**src/rtl/race_controller_if.sv**
```systemverilog
// Bundles the start/pause buttons, car positions and game-status outputs
// that pass between the racer top level and the race sequencer.
interface race_controller_if;
  logic        start;
  logic        pause;
  logic [9:0]  p1_x;
  logic [9:0]  p1_y;
  logic [9:0]  p2_x;
  logic [9:0]  p2_y;
  logic [2:0]  state;
  logic        engine_rst;
  logic [2:0]  count_digit;
  logic [2:0]  lap_p1;
  logic [2:0]  lap_p2;
  logic [1:0]  winner;
  logic [15:0] race_frames;

  // Game top level: drives buttons and positions, watches game status.
  modport master (
    output start, pause, p1_x, p1_y, p2_x, p2_y,
    input  state, engine_rst, count_digit, lap_p1, lap_p2, winner, race_frames
  );

  // Sequencer side.
  modport slave (
    input  start, pause, p1_x, p1_y, p2_x, p2_y,
    output state, engine_rst, count_digit, lap_p1, lap_p2, winner, race_frames
  );
endinterface

```
**src/rtl/race_controller.sv**
```systemverilog
// Two-car race sequencer: countdown, lap counting from finish/checkpoint
// zones, winner detection and race timing in 60 Hz frames.
module race_controller #(
  parameter int CLK_FREQ    = 100_000_000,
  parameter int LAPS        = 3,
  parameter int COUNTDOWN_S = 3,
  parameter int FIN_X0      = 150,
  parameter int FIN_X1      = 170,
  parameter int FIN_Y0      = 10,
  parameter int FIN_Y1      = 60,
  parameter int CP_X0       = 150,
  parameter int CP_X1       = 170,
  parameter int CP_Y0       = 180,
  parameter int CP_Y1       = 230
) (
  input  logic              clk,
  input  logic              rst_n,
  race_controller_if.slave  bus
);

  localparam int TICK_DIV = CLK_FREQ / 60;
  localparam int TICK_W   = (TICK_DIV > 1) ? $clog2(TICK_DIV) : 1;
  localparam logic [TICK_W-1:0] TICK_LAST = TICK_W'(TICK_DIV - 1);

  localparam logic [2:0] LAPS_C  = 3'(LAPS);
  localparam logic [2:0] COUNT_C = 3'(COUNTDOWN_S);

  localparam logic [9:0] FX0 = 10'(FIN_X0);
  localparam logic [9:0] FX1 = 10'(FIN_X1);
  localparam logic [9:0] FY0 = 10'(FIN_Y0);
  localparam logic [9:0] FY1 = 10'(FIN_Y1);
  localparam logic [9:0] CX0 = 10'(CP_X0);
  localparam logic [9:0] CX1 = 10'(CP_X1);
  localparam logic [9:0] CY0 = 10'(CP_Y0);
  localparam logic [9:0] CY1 = 10'(CP_Y1);

  typedef enum logic [2:0] {
    S_IDLE   = 3'd0,
    S_COUNT  = 3'd3,
    S_RACE   = 3'd4,
    S_PAUSE  = 3'd5,
    S_FINISH = 3'd6
  } state_t;

  state_t            state_q, state_d;
  logic              engine_rst_q;
  logic [TICK_W-1:0] tick_cnt_q;
  logic [5:0]        frame_q, frame_d;
  logic [2:0]        count_q, count_d;
  logic [2:0]        lap1_q, lap1_d;
  logic [2:0]        lap2_q, lap2_d;
  logic              arm1_q, arm1_d;
  logic              arm2_q, arm2_d;
  logic [1:0]        winner_q, winner_d;
  logic [15:0]       race_frames_q, race_frames_d;

  logic game_tick;
  logic in_fin1, in_fin2, in_cp1, in_cp2;
  logic win1, win2;

  assign game_tick = (tick_cnt_q == '0);

  // Zone membership, inclusive unsigned rectangle compares.
  assign in_fin1 = (bus.p1_x >= FX0) && (bus.p1_x <= FX1) && (bus.p1_y >= FY0) && (bus.p1_y <= FY1);
  assign in_fin2 = (bus.p2_x >= FX0) && (bus.p2_x <= FX1) && (bus.p2_y >= FY0) && (bus.p2_y <= FY1);
  assign in_cp1  = (bus.p1_x >= CX0) && (bus.p1_x <= CX1) && (bus.p1_y >= CY0) && (bus.p1_y <= CY1);
  assign in_cp2  = (bus.p2_x >= CX0) && (bus.p2_x <= CX1) && (bus.p2_y >= CY0) && (bus.p2_y <= CY1);

  assign win1 = (lap1_d == LAPS_C);
  assign win2 = (lap2_d == LAPS_C);

  // 60 Hz tick divider; realigned on start so the first countdown tick is a full period away.
  always_ff @(posedge clk or negedge rst_n) begin
    if (!rst_n) begin
      tick_cnt_q <= '0;
    end else if (state_q == S_IDLE && bus.start) begin
      tick_cnt_q <= TICK_W'(1);
    end else if (tick_cnt_q == TICK_LAST) begin
      tick_cnt_q <= '0;
    end else begin
      tick_cnt_q <= tick_cnt_q + TICK_W'(1);
    end
  end

  // Game state and all game counters.
  always_ff @(posedge clk or negedge rst_n) begin
    if (!rst_n) begin
      state_q       <= S_IDLE;
      engine_rst_q  <= 1'b1;
      frame_q       <= '0;
      count_q       <= '0;
      lap1_q        <= '0;
      lap2_q        <= '0;
      arm1_q        <= 1'b0;
      arm2_q        <= 1'b0;
      winner_q      <= '0;
      race_frames_q <= '0;
    end else begin
      state_q       <= state_d;
      engine_rst_q  <= (state_q == S_IDLE);
      frame_q       <= frame_d;
      count_q       <= count_d;
      lap1_q        <= lap1_d;
      lap2_q        <= lap2_d;
      arm1_q        <= arm1_d;
      arm2_q        <= arm2_d;
      winner_q      <= winner_d;
      race_frames_q <= race_frames_d;
    end
  end

  // Next-state and counter update rules for every game phase.
  always_comb begin
    state_d       = state_q;
    frame_d       = frame_q;
    count_d       = count_q;
    lap1_d        = lap1_q;
    lap2_d        = lap2_q;
    arm1_d        = arm1_q;
    arm2_d        = arm2_q;
    winner_d      = winner_q;
    race_frames_d = race_frames_q;

    case (state_q)
      S_IDLE: begin
        if (bus.start) begin
          state_d       = S_COUNT;
          count_d       = COUNT_C;
          frame_d       = '0;
          lap1_d        = '0;
          lap2_d        = '0;
          arm1_d        = 1'b0;
          arm2_d        = 1'b0;
          winner_d      = '0;
          race_frames_d = '0;
        end
      end

      S_COUNT: begin
        if (game_tick) begin
          if (frame_q == 6'd59) begin
            frame_d = '0;
            count_d = count_q - 3'd1;
            if (count_q == 3'd1) begin
              state_d = S_RACE;
            end
          end else begin
            frame_d = frame_q + 6'd1;
          end
        end
      end

      S_RACE: begin
        if (bus.pause) begin
          state_d = S_PAUSE;
        end
        if (game_tick) begin
          if (race_frames_q != 16'hFFFF) begin
            race_frames_d = race_frames_q + 16'd1;
          end
          // Arming and counting both look at the pre-tick armed flag.
          if (in_cp1) begin
            arm1_d = 1'b1;
          end
          if (in_fin1 && arm1_q && (lap1_q != LAPS_C)) begin
            lap1_d = lap1_q + 3'd1;
            arm1_d = 1'b0;
          end
          if (in_cp2) begin
            arm2_d = 1'b1;
          end
          if (in_fin2 && arm2_q && (lap2_q != LAPS_C)) begin
            lap2_d = lap2_q + 3'd1;
            arm2_d = 1'b0;
          end
          // A finished race overrides a coincident pause.
          if (win1 || win2) begin
            winner_d = {win2, win1};
            state_d  = S_FINISH;
          end
        end
      end

      S_PAUSE: begin
        if (bus.start) begin
          state_d = S_IDLE;
        end else if (bus.pause) begin
          state_d = S_RACE;
        end
      end

      S_FINISH: begin
        if (bus.start) begin
          state_d = S_IDLE;
        end
      end

      default: begin
        state_d = S_IDLE;
        count_d = '0;
      end
    endcase
  end

  assign bus.state       = state_q;
  assign bus.engine_rst  = engine_rst_q;
  assign bus.count_digit = count_q;
  assign bus.lap_p1      = lap1_q;
  assign bus.lap_p2      = lap2_q;
  assign bus.winner      = winner_q;
  assign bus.race_frames = race_frames_q;

endmodule

```
**src/flat_wrapper.sv**
```systemverilog
// flat-port wrapper written by rule: the top's interface ports become plain ports
module race_controller_flat 
#(
  parameter int CLK_FREQ    = 100_000_000,
  parameter int LAPS        = 3,
  parameter int COUNTDOWN_S = 3,
  parameter int FIN_X0      = 150,
  parameter int FIN_X1      = 170,
  parameter int FIN_Y0      = 10,
  parameter int FIN_Y1      = 60,
  parameter int CP_X0       = 150,
  parameter int CP_X1       = 170,
  parameter int CP_Y0       = 180,
  parameter int CP_Y1       = 230
)
  (clk, rst_n, bus_start, bus_pause, bus_p1_x, bus_p1_y, bus_p2_x, bus_p2_y, bus_state, bus_engine_rst, bus_count_digit, bus_lap_p1, bus_lap_p2, bus_winner, bus_race_frames);
  race_controller_if bus_i ();
  input  logic clk;
  input  logic rst_n;
  input wire logic [$bits(bus_i.start)-1:0] bus_start;
  input wire logic [$bits(bus_i.pause)-1:0] bus_pause;
  input wire logic [$bits(bus_i.p1_x)-1:0] bus_p1_x;
  input wire logic [$bits(bus_i.p1_y)-1:0] bus_p1_y;
  input wire logic [$bits(bus_i.p2_x)-1:0] bus_p2_x;
  input wire logic [$bits(bus_i.p2_y)-1:0] bus_p2_y;
  output wire logic [$bits(bus_i.state)-1:0] bus_state;
  output wire logic [$bits(bus_i.engine_rst)-1:0] bus_engine_rst;
  output wire logic [$bits(bus_i.count_digit)-1:0] bus_count_digit;
  output wire logic [$bits(bus_i.lap_p1)-1:0] bus_lap_p1;
  output wire logic [$bits(bus_i.lap_p2)-1:0] bus_lap_p2;
  output wire logic [$bits(bus_i.winner)-1:0] bus_winner;
  output wire logic [$bits(bus_i.race_frames)-1:0] bus_race_frames;
  assign bus_i.start = bus_start;
  assign bus_i.pause = bus_pause;
  assign bus_i.p1_x = bus_p1_x;
  assign bus_i.p1_y = bus_p1_y;
  assign bus_i.p2_x = bus_p2_x;
  assign bus_i.p2_y = bus_p2_y;
  assign bus_state = bus_i.state;
  assign bus_engine_rst = bus_i.engine_rst;
  assign bus_count_digit = bus_i.count_digit;
  assign bus_lap_p1 = bus_i.lap_p1;
  assign bus_lap_p2 = bus_i.lap_p2;
  assign bus_winner = bus_i.winner;
  assign bus_race_frames = bus_i.race_frames;
  race_controller #(.CLK_FREQ(CLK_FREQ), .LAPS(LAPS), .COUNTDOWN_S(COUNTDOWN_S), .FIN_X0(FIN_X0), .FIN_X1(FIN_X1), .FIN_Y0(FIN_Y0), .FIN_Y1(FIN_Y1), .CP_X0(CP_X0), .CP_X1(CP_X1), .CP_Y0(CP_Y0), .CP_Y1(CP_Y1)) u_core (.clk(clk), .rst_n(rst_n), .bus(bus_i));
endmodule
```
**config.mk**
```make
export PLATFORM = sky130hd
export DESIGN_NAME = race_controller_flat
export DESIGN_NICKNAME = d
export VERILOG_FILES = /design/src/rtl/race_controller_if.sv /design/src/rtl/race_controller.sv /design/src/flat_wrapper.sv
export SDC_FILE = /design/constraint.sdc
export NUM_CORES = 1
export LEC_CHECK = 0
export ABC_CLOCK_PERIOD_IN_PS = 3000
export BUFFER_PORTS_ARGS = -buffer_cell sky130_fd_sc_hd__buf_2
export CORE_MARGIN = 3
export CORE_UTILIZATION = 51
export DETAILED_ROUTE_END_ITERATION = 16
export PLACE_DENSITY_LB_ADDON = 0.12
export SYNTH_ARGS = -nofsm -noshare
export SYNTH_HDL_FRONTEND = slang
export SYNTH_SLANG_ARGS = --single-unit
```
**constraint.sdc**
```tcl
create_clock -name clk -period 3 [get_ports clk]
set_input_delay 0.9 -clock clk [delete_from_list [all_inputs] [get_ports clk]]
set_output_delay 0.9 -clock clk [all_outputs]
set_load 0.005 [all_outputs]
```
==> impl_metrics.py, run 1 <==
metrics = {
    "run_status": {
        "status": "finished clean",
    },
    "sta": {
        "rsz0062_at_grt": "false",
        "relSlewSlack_pct": 58.3,
        "fin_skew_ns": 0.0117,
        "drv_slew": 0,
        "max_freq_ghz": 0.361,
        "period_needed_ns": 2.77,
        "setup_viol": 0,
        "period_share_pct": 92.4,
        "setup_slack_ns": 0.229,
        "finalHoldViolCount": 0,
        "worst-slew-pin-transition_ns": 0.621,
    },
    "die": {
        "die_w_um": 88.3,
        "fp-row-count": 29,
        "ioPinCount": 75,
        "fp.dieH_um": 88.3,
        "start_util_pct": 53.5,
        "coreArea_sq_um": 6460,
        "dieArea_sq_um": 7800,
    },
    "global_route": {
        "grt_use_total_pct": 19.8,
        "grt_overflow": 0,
        "grt_pass1_vias": 2782,
        "grt_pass1_wl_um": 12200,
        "grt_antenna_before_repair": 0,
        "grt_max_degree": 61,
    },
    "critical_path": {
        "r2r-start": "u_core.bus.lap_p1[0]",
        "cp.arrival_ns": 2.99,
        "cp_max_fo": 5,
        "worst_setup_path_end_kind": "register",
        "required_ns": 3.22,
        "path_class": "reg -> reg",
        "cp-startpoint": "u_core.bus.lap_p1[0]",
        "start_kind": "register",
    },
    "power_and_ir_drop": {
        "powerDensity_nw_per_um2": 611,
        "p_int_mw": 1.58,
        "swShare_pct": 37.2,
        "p_sw_mw": 0.939,
        "ir_drop_v": 0.000303,
        "p_leak_nw": 1.98,
        "p_seq_share_pct": 40.9,
        "p_comb_share_pct": 32.6,
        "power_mw": 2.52,
        "p_clk_share_pct": 26.4,
    },
    "drt": {
        "num_vias": 3032,
        "drtIter0Drc": 218,
        "wl_per_cell_um": 13.4,
        "drcViolationCount": 0,
        "first_pass_iters": 6,
        "ant_nets": 0,
        "drt-total-wl_um": 7360,
        "viasPerCell": 5.51,
    },
    "clock_network": {
        "clock_latency_ns": 0.33,
        "cts_tree": "built",
        "post-cts-setup-buffer-count": 0,
        "postCtsResizedCells": 0,
        "h-tree-depth": 3,
        "cts_hold_buffers": 0,
        "numCtsBuffers": 9,
        "clockBufferDepth": 2,
        "cts.reportedPaths.clkPinSlew_ns": 0.06,
        "cts.sink_count": 60,
        "root_buffer": "clkbuf_8",
    },
    "cells_and_area": {
        "layout_common_cells": "74 x buf_2, 59 x dfrtp_1, 53 x nor2_1, 34 x nand2_1, 24 x o21ai_0",
        "layout-drive-gt1-share_pct": 23.0,
        "nets": 523,
        "num-fill-cells": 564,
        "antenna_cells": 0,
        "area_delta_synth_final_pct": 19.5,
        "final_common_cell": "buf_2",
        "layoutNonFillerInstCount": 550,
        "stdcell_area_sq_um": 4130,
    },
    "synthesis": {
        "ys_warn_count": 0,
        "synth_flop_cell": "dfrtp_1",
        "synth_area_sq_um": 3460,
        "synthCells": 384,
        "synthArstFlopShare_pct": 100,
        "synth.avg_cell_area_sq_um": 9.00,
        "synth_edf_count": 0,
        "ys_seq_elements": 60,
        "yosysSeqAreaShare_pct": 43.5,
        "syn-num-nets": 439,
        "synth_cell_types": 56,
    },
    "placed_design": {
        "gp_congestion": 0.823,
        "place_area_sq_um": 3950,
        "place_ws_ns": -0.0158,
        "place_inst": 534,
        "detailed_place_hpwl_um": 5400,
        "io_buffers": 74,
    },
    "hold_path": {
        "min_path_type": "reg -> reg",
        "hp-start": "u_core.arm2_q",
    },
    "run": {
        "drv_cap": 0,
    },
}
-- metal layers --
metal	share of wire (%)	global-route usage (%)	wire, um	vias up
met3	6.0	5.03	445	8
met4	1.1	7.01	78	0
met2	45	32.0	3280	70
met1	48	26.0	3560	1405
li1	-	-	-	1549
met5	0	0	0	-
-- flip-flops by register name (all words and copies together), names as in the netlist --
register / cells
u_core.bus.race_frames: 16
u_core.bus.lap_p1: 3
u_core.tick_cnt_q: 21
u_core.bus.engine_rst: 1
u_core.bus.count_digit: 3
u_core.bus.state: 3
u_core.bus.lap_p2: 3
u_core.bus.winner: 2
u_core.frame_q: 6
u_core.arm2_q: 1
u_core.arm1_q: 1
-- kinds of logic after synthesis --
logic type	synth area share, %
multiplexers	1.27
AO/OA/AOI/OAI	15.1
adder cells (fa/ha/maj)	3.98
flip-flops	43.5
buffers and inverters	2.28
XOR/XNOR	6.84
AND/OR/NAND/NOR	27.1
-- through the flow --
stage	hold WS, ns	utilization (%)	setup TNS (ns)
3_5_place_dp	0.481	61.1	-0.0158
3_3_place_gp	0.477	61.1	0
5_1_grt	0.511	63.9	0
2_1_floorplan	0.447	-	0
4_1_cts	0.498	63.9	0
6_report	0.489	63.9	0
-- power groups by stage --
stage	sequential, mW	combinational [mW]	clock (mW)
2_1_floorplan	1.01	0.576	0
3_3_place_gp	1.04	0.812	0
3_5_place_dp	1.04	0.829	0
4_1_cts	1.03	0.834	0.687
5_1_grt	1.05	0.942	0.731
6_report	1.03	0.823	0.667
-- path summary, 6_finish.rpt --
| path | endpoint | slack [ns] | cells after the start |
|---|---|---|---|
| worst max-delay path | u_core.bus.state[1] | 0.23 | 10 |
| worst min-delay path | u_core.arm2_q | 0.49 | 1 |
| worst max register to register | u_core.bus.state[1] | 0.23 | 10 |
| worst min register to register | u_core.arm2_q | 0.49 | 1 |
| max in group asynchronous | u_core.bus.engine_rst | 2.15 | 2 |
| min in group asynchronous | u_core.bus.lap_p1[0] | 0.56 | 2 |
-- worst max-delay path, cell delays in order, from the launching register on --
cell     delay [ns]
dfrtp_1        0.43
ha_1           0.22
ha_1           0.17
or4b_1         0.45
a21oi_1        0.11
o21ai_0        0.18
nor3_1         0.23
mux2_2         0.38
a22oi_2        0.20
o22ai_1        0.10
a22o_1         0.18
-- synthesized netlist by cell type, drive strengths merged, types with 5 or more instances --
library cell  instances  area share (%)
dfrtp                59              43
or2                   6             1.1
nor2b                 5            0.90
nand2                34             3.7
nand4                12             2.6
a21oi                20             2.9
o21ai                30             4.7
nand3                20             3.0
nor4                  5             1.1
or3                   8             1.6
nor2                 53             5.8
ha                   11             4.0
inv                  16             1.7
xnor2                11             2.8
clkbuf                5            0.54
nor3                  9             1.4
xor2                 16             4.1
and3                 10             1.8
-- final cells by class --
type / count / area, sq um / area share, %
Clock inverter: 2 / 10.0 / 0.242
Multi-Input combinational cell: 303 / 1880 / 45.4
Sequential cell: 60 / 1500 / 36.4
Inverter: 16 / 60.1 / 1.45
Timing Repair Buffer: 78 / 413 / 10.0
Tap cell: 77 / 96.3 / 2.33
Clock buffer: 14 / 173 / 4.18
No activity file was read; power rests on OpenSTA's default activity.
==> run 2, diff against run 1 <==
--- a/config.mk
+++ b/config.mk
@@ -6,10 +6,12 @@
 export NUM_CORES = 1
 export LEC_CHECK = 0
 export ABC_CLOCK_PERIOD_IN_PS = 3000
-export BUFFER_PORTS_ARGS = -buffer_cell sky130_fd_sc_hd__buf_2
+export CELL_PAD_IN_SITES_DETAIL_PLACEMENT = 1
+export CELL_PAD_IN_SITES_GLOBAL_PLACEMENT = 2
 export CORE_MARGIN = 3
-export CORE_UTILIZATION = 51
+export CORE_UTILIZATION = 38
 export DETAILED_ROUTE_END_ITERATION = 16
+export DONT_BUFFER_PORTS = 1
 export PLACE_DENSITY_LB_ADDON = 0.12
 export SYNTH_ARGS = -nofsm -noshare
 export SYNTH_HDL_FRONTEND = slang
==> impl_metrics.py, run 2 (synthesis gave the netlist of run 1 again) <==
metrics = {
    "sta": {
        "finalSetupTns_ns": 0,
        "setup_viol": 0,
        "period_needed_ns": 2.86,
        "period_share_pct": 95.3,
        "fin_skew_ns": 0.00780,
        "max_freq_ghz": 0.350,
        "finalHoldViolCount": 0,
        "worst-slew-pin-transition_ns": 0.634,
        "rsz0062_at_grt": "false",
        "relSlewSlack_pct": 57.4,
        "whs_ns": 0.246,
        "drv_slew": 0,
    },
    "cells_and_area": {
        "final_common_cell": "dfrtp_1",
        "layoutNonFillerInstCount": 510,
        "layout-drive-gt1-share_pct": 9.70,
        "area_delta_synth_final_pct": 12.7,
        "layout_common_cells": "59 x dfrtp_1, 53 x nor2_1, 34 x nand2_1, 24 x o21ai_0, 20 x a21oi_1",
        "antenna_cells": 0,
        "largest_reg_flops": 21,
        "nets": 452,
        "fin_util_pct": 44.5,
        "largest-register": "u_core.tick_cnt_q",
    },
    "drt": {
        "drtIter0Drc": 91,
        "ant_nets": 0,
        "viasPerCell": 5.70,
        "first_pass_iters": 4,
        "wl_per_cell_um": 16.9,
        "drcViolationCount": 0,
        "drt-total-wl_um": 8610,
        "num_vias": 2907,
    },
    "placed_design": {
        "io_buffers": 0,
        "place_inst": 494,
        "gp_congestion": 0.761,
        "detailed_place_hpwl_um": 6260,
    },
    "power_and_ir_drop": {
        "ir_drop_v": 0.000283,
        "p_leak_nw": 1.69,
        "power_mw": 2.81,
        "powerDensity_nw_per_um2": 722,
    },
    "critical_path": {
        "start_kind": "register",
        "r2r-start": "u_core.bus.lap_p1[1]",
        "cp_max_fo": 4,
        "r2r_end": "u_core.bus.state[1]",
        "worst_setup_path_end_kind": "register",
        "path_cells": "ha_1 -> ha_1 -> or4b_1 -> a21oi_1 -> o21ai_0 -> nor3_1 -> mux2_2 -> a22oi_2 -> o22ai_1 -> a22o_1",
        "required_ns": 3.23,
        "slowest_stage": "or4b_1",
        "cp.arrival_ns": 3.09,
        "cpPeakStageDelay_ns": 0.47,
        "path_class": "reg -> reg",
        "crit_path_end": "u_core.bus.state[1]",
        "cp-startpoint": "u_core.bus.lap_p1[1]",
        "reg2reg_slack_ns": 0.14,
        "cp_common_cell": "ha_1",
        "reg2regPathDepth": 10,
    },
    "die": {
        "fp-row-count": 34,
        "start_util_pct": 39.4,
        "coreArea_sq_um": 8760,
        "fp.dieH_um": 101,
        "ioPinCount": 75,
        "dieArea_sq_um": 10300,
        "die_w_um": 101,
    },
    "clock_network": {
        "h-tree-depth": 3,
        "clockBufferDepth": 2,
        "cts_hold_buffers": 0,
        "cts_tree": "built",
        "post-cts-setup-buffer-count": 0,
        "clock_latency_ns": 0.34,
        "cts.reportedPaths.clkPinSlew_ns": 0.07,
        "root_buffer": "clkbuf_8",
        "numCtsBuffers": 9,
        "postCtsResizedCells": 0,
        "cts.sink_count": 60,
    },
    "global_route": {
        "grt_pass1_wl_um": 14800,
        "grt_pass1_vias": 3094,
        "grt_max_degree": 61,
        "grt_antenna_before_repair": 0,
        "grt_overflow": 0,
        "grt_use_total_pct": 18.0,
    },
    "hold_path": {
        "min_path_type": "in -> async",
    },
    "run_status": {
        "status": "finished clean",
    },
    "run": {
        "drv_cap": 0,
    },
}
run 2: cell count changes in the layout (fill, tap and decap cells not counted):
cell | before | now
buf_4 | 3 | 7
clkbuf_8 | 12 | 10
nor4b_2 | 0 | 1
clkinv_2 | 2 | 0
buf_2 | 74 | 0
nor4b_1 | 4 | 3
bufinv_16 | 0 | 4
buf_12 | 1 | 0
run 2: worst max-delay path: cells and delay by family (launching register included):
kind                       cells  cell delay (ns)
AOI/OAI and AO/OA              5             0.83
and+or+nand+nor                2             0.70
DFF                            1             0.44
muxes                          1             0.39
adders and majority gates      2             0.38
run 2: how the worst min path moves through the flow:
stage	startpoint	to	slack, ns	depth (start not counted)
after floorplan	u_core.frame_q[5]	u_core.frame_q[5]	0.45	1
after global placement	u_core.arm1_q	u_core.arm1_q	0.48	2
after detailed placement	u_core.frame_q[5]	u_core.frame_q[5]	0.47	1
after CTS	rst_n	u_core.bus.race_frames[5]	0.22	0
after global routing	rst_n	u_core.bus.race_frames[5]	0.21	0
final	rst_n	u_core.bus.race_frames[5]	0.25	0
run 2: per-layer routing:
metal  wire length [um]  vias to the layer above  track usage (%)
li1                   -                     1399                -
met1               4040                     1431             23.8
met2               3960                       63             29.0
met3                456                       14             3.72
met4                153                        0             7.16
met5                  0                        -                0
run 2: where the power goes:
part / internal (mW) / total (mW) / leakage (nW) / switching [mW]
Clock: 0.660 / 0.989 / 0.131 / 0.330
Combinational: 0.286 / 0.785 / 0.743 / 0.499
Sequential: 0.903 / 1.04 / 0.821 / 0.136
Total: 1.85 / 2.81 / 1.69 / 0.964
run 2: final cells by class:
type | instances | area [sq um]
Fill cell | 1051 | 4870
Multi-Input combinational cell | 303 | 1880
Sequential cell | 60 | 1500
Clock buffer | 12 | 145
Tap cell | 108 | 135
Clock inverter | 4 | 120
Inverter | 16 | 60.1
Timing Repair Buffer | 7 | 52.6
run 2: per-stage QoR:
stage | area, sq um | setup slack (ns)
6_report | 3900 | 0.142
3_5_place_dp | 3630 | -0.0224
5_1_grt | 3900 | 0.0193
3_3_place_gp | 3630 | 0.0820
4_1_cts | 3890 | 0.0997
2_1_floorplan | 3460 | 0.205
==> run 3, diff against run 2 <==
==> constraint.sdc (replaced) <==
create_clock -name clk -period 3 [get_ports clk]
set_input_delay 0.15 -clock clk [delete_from_list [all_inputs] [get_ports clk]]
set_output_delay 0.15 -clock clk [all_outputs]
set_load 0.005 [all_outputs]
==> impl_metrics.py, run 3 (synthesis gave the netlist of run 1 again) <==
metrics = {
    "critical_path": {
        "r2r-start": "u_core.bus.lap_p1[1]",
        "slowest_stage": "or4b_1",
        "worst_setup_path_end_kind": "register",
        "cpLargestDelayFamily": "compound AO/OA/AOI/OAI gates",
        "reg2reg_slack_ns": 0.26,
        "required_ns": 3.23,
        "critPathBufInv": 0,
        "path_cells": "ha_1 -> ha_1 -> or4b_1 -> a21oi_1 -> o21ai_1 -> nor3_1 -> mux2_2 -> a22oi_2 -> o22ai_1 -> a22o_1",
        "start_kind": "register",
        "cp_max_fo": 4,
        "cp.arrival_ns": 2.97,
        "cpPeakStageDelay_ns": 0.46,
        "cp_common_cell": "ha_1",
        "reg2regPathDepth": 10,
        "cp-startpoint": "u_core.bus.lap_p1[1]",
        "r2r_end": "u_core.bus.state[1]",
        "path_class": "reg -> reg",
    },
    "clock_network": {
        "root_buffer": "clkbuf_8",
        "cts.reportedPaths.clkPinSlew_ns": 0.07,
        "h-tree-depth": 3,
        "clockBufferDepth": 2,
        "clock_latency_ns": 0.34,
        "cts_tree": "built",
        "cts.sink_count": 60,
        "post-cts-setup-buffer-count": 0,
        "numCtsBuffers": 9,
    },
    "hold_path": {
        "min_path_type": "in -> reg",
        "hold_path_end": "u_core.bus.state[2]",
        "min_delay_path_depth": 3,
        "hp-start": "bus_start",
    },
    "global_route": {
        "grt_overflow": 0,
        "grt_antenna_before_repair": 0,
        "grt_use_total_pct": 17.6,
        "grt_pass1_vias": 3005,
        "grt_pass1_wl_um": 14200,
        "grt_max_degree": 61,
    },
    "placed_design": {
        "gp_congestion": 0.756,
        "place_ws_ns": 0.173,
        "io_buffers": 0,
        "detailed_place_hpwl_um": 6220,
    },
    "drt": {
        "first_pass_iters": 4,
        "drtIter0Drc": 69,
        "drcViolationCount": 0,
        "num_vias": 2923,
        "viasPerCell": 5.73,
        "drt-total-wl_um": 8600,
        "ant_nets": 0,
        "wl_per_cell_um": 16.9,
    },
    "die": {
        "dieArea_sq_um": 10300,
        "fp-row-count": 34,
        "ioPinCount": 75,
        "die_w_um": 101,
        "fp.dieH_um": 101,
        "coreArea_sq_um": 8760,
        "start_util_pct": 39.4,
    },
    "cells_and_area": {
        "fin_util_pct": 44.2,
        "area_delta_synth_final_pct": 12.2,
        "layout-drive-gt1-share_pct": 8.96,
        "layout_common_cells": "59 x dfrtp_1, 53 x nor2_1, 34 x nand2_1, 23 x o21ai_0, 20 x a21oi_1",
        "antenna_cells": 0,
        "num-fill-cells": 1016,
        "final_common_cell": "dfrtp_1",
        "nets": 452,
        "largest-register": "u_core.tick_cnt_q",
        "largest_reg_flops": 21,
    },
    "power_and_ir_drop": {
        "ir_drop_v": 0.000308,
        "p_sw_mw": 0.970,
        "p_clk_share_pct": 31.3,
        "powerDensity_nw_per_um2": 678,
        "p_leak_nw": 1.68,
        "swShare_pct": 36.9,
        "p_comb_share_pct": 28.8,
        "p_seq_share_pct": 39.9,
        "p_int_mw": 1.66,
    },
    "sta": {
        "finalSetupTns_ns": 0,
        "fin_skew_ns": 0.00932,
        "finalHoldViolCount": 0,
        "setup_viol": 0,
        "drv_slew": 0,
        "worst-slew-pin-transition_ns": 0.596,
        "period_needed_ns": 2.74,
        "relSlewSlack_pct": 59.8,
        "rsz0062_at_grt": "false",
        "max_freq_ghz": 0.365,
        "setup_slack_ns": 0.264,
        "period_share_pct": 91.2,
    },
    "run": {
        "drv_cap": 0,
    },
    "run_status": {
        "status": "finished clean",
    },
}
## run 3: cell count changes in the layout (fill, tap and decap cells not counted), sizes merged
cell,previous run,this run
buf,7,4
bufinv,4,2
clkinv,0,1
clkinvlp,0,1
dlygate4sd3,0,3
## run 3: area by class of cell
type | count | area (sq um) | share of cell area (%)
tap | 108 | 135 | 3.49
timing repair buffer | 7 | 80.1 | 2.07
clock buffer | 12 | 145 | 3.74
clock inverter | 4 | 72.6 | 1.87
inverter | 16 | 60.1 | 1.55
sequential | 60 | 1500 | 38.8
multi-input combinational | 303 | 1880 | 48.5
## run 3: power by group through the flow
stage | sequential (mW) | clock (mW) | combinational, mW
after CTS | 1.05 | 0.847 | 0.770
final | 1.05 | 0.821 | 0.758
after detailed placement | 1.06 | 0 | 0.743
after global placement | 1.06 | 0 | 0.728
after floorplan | 1.01 | 0 | 0.576
after global routing | 1.07 | 0.891 | 0.865
## run 3: through the flow
stage / hold WS, ns / cell area (sq um) / power (mW) / instances
2_1_floorplan: -0.146 / 3460 / 1.59 / 384
4_1_cts: 0.0505 / 3870 / 2.67 / 510
3_5_place_dp: -0.144 / 3600 / 1.81 / 490
6_report: 0.0702 / 3880 / 2.63 / 510
3_3_place_gp: -0.144 / 3600 / 1.79 / 490
5_1_grt: 0.0834 / 3880 / 2.83 / 510
## run 3: routing by layer
layer	vias up	wire length, um	GRT usage (%)
li1	1398	-	-
met1	1454	3910	22.5
met2	60	4080	28.6
met3	11	464	3.99
met4	0	139	7.36
met5	-	0	0
## run 3: worst max path at each step
stage,endpoint,cells past startpoint
after global routing,u_core.bus.state[1],10
after floorplan,u_core.bus.state[1],10
after detailed placement,u_core.bus.state[1],10
after global placement,u_core.bus.state[1],10
final,u_core.bus.state[1],10
after CTS,u_core.bus.state[1],10
## run 3: what timing repair did
item / 4_1_cts / 5_1_grt
endpoints found under the setup margin: 0 / 3
hold buffers: 4 / 0
gates resized for setup: 0 / 2
hold endpoints to repair: 62 / 0
## run 3: worst reg2reg max path: stages (launching register included)
cell and delay [ns]:
dfrtp_1 0.43, ha_1 0.21, ha_1 0.17, or4b_1 0.46, a21oi_1 0.12, o21ai_1 0.14
nor3_1 0.21, mux2_2 0.38, a22oi_2 0.22, o22ai_1 0.11, a22o_1 0.19
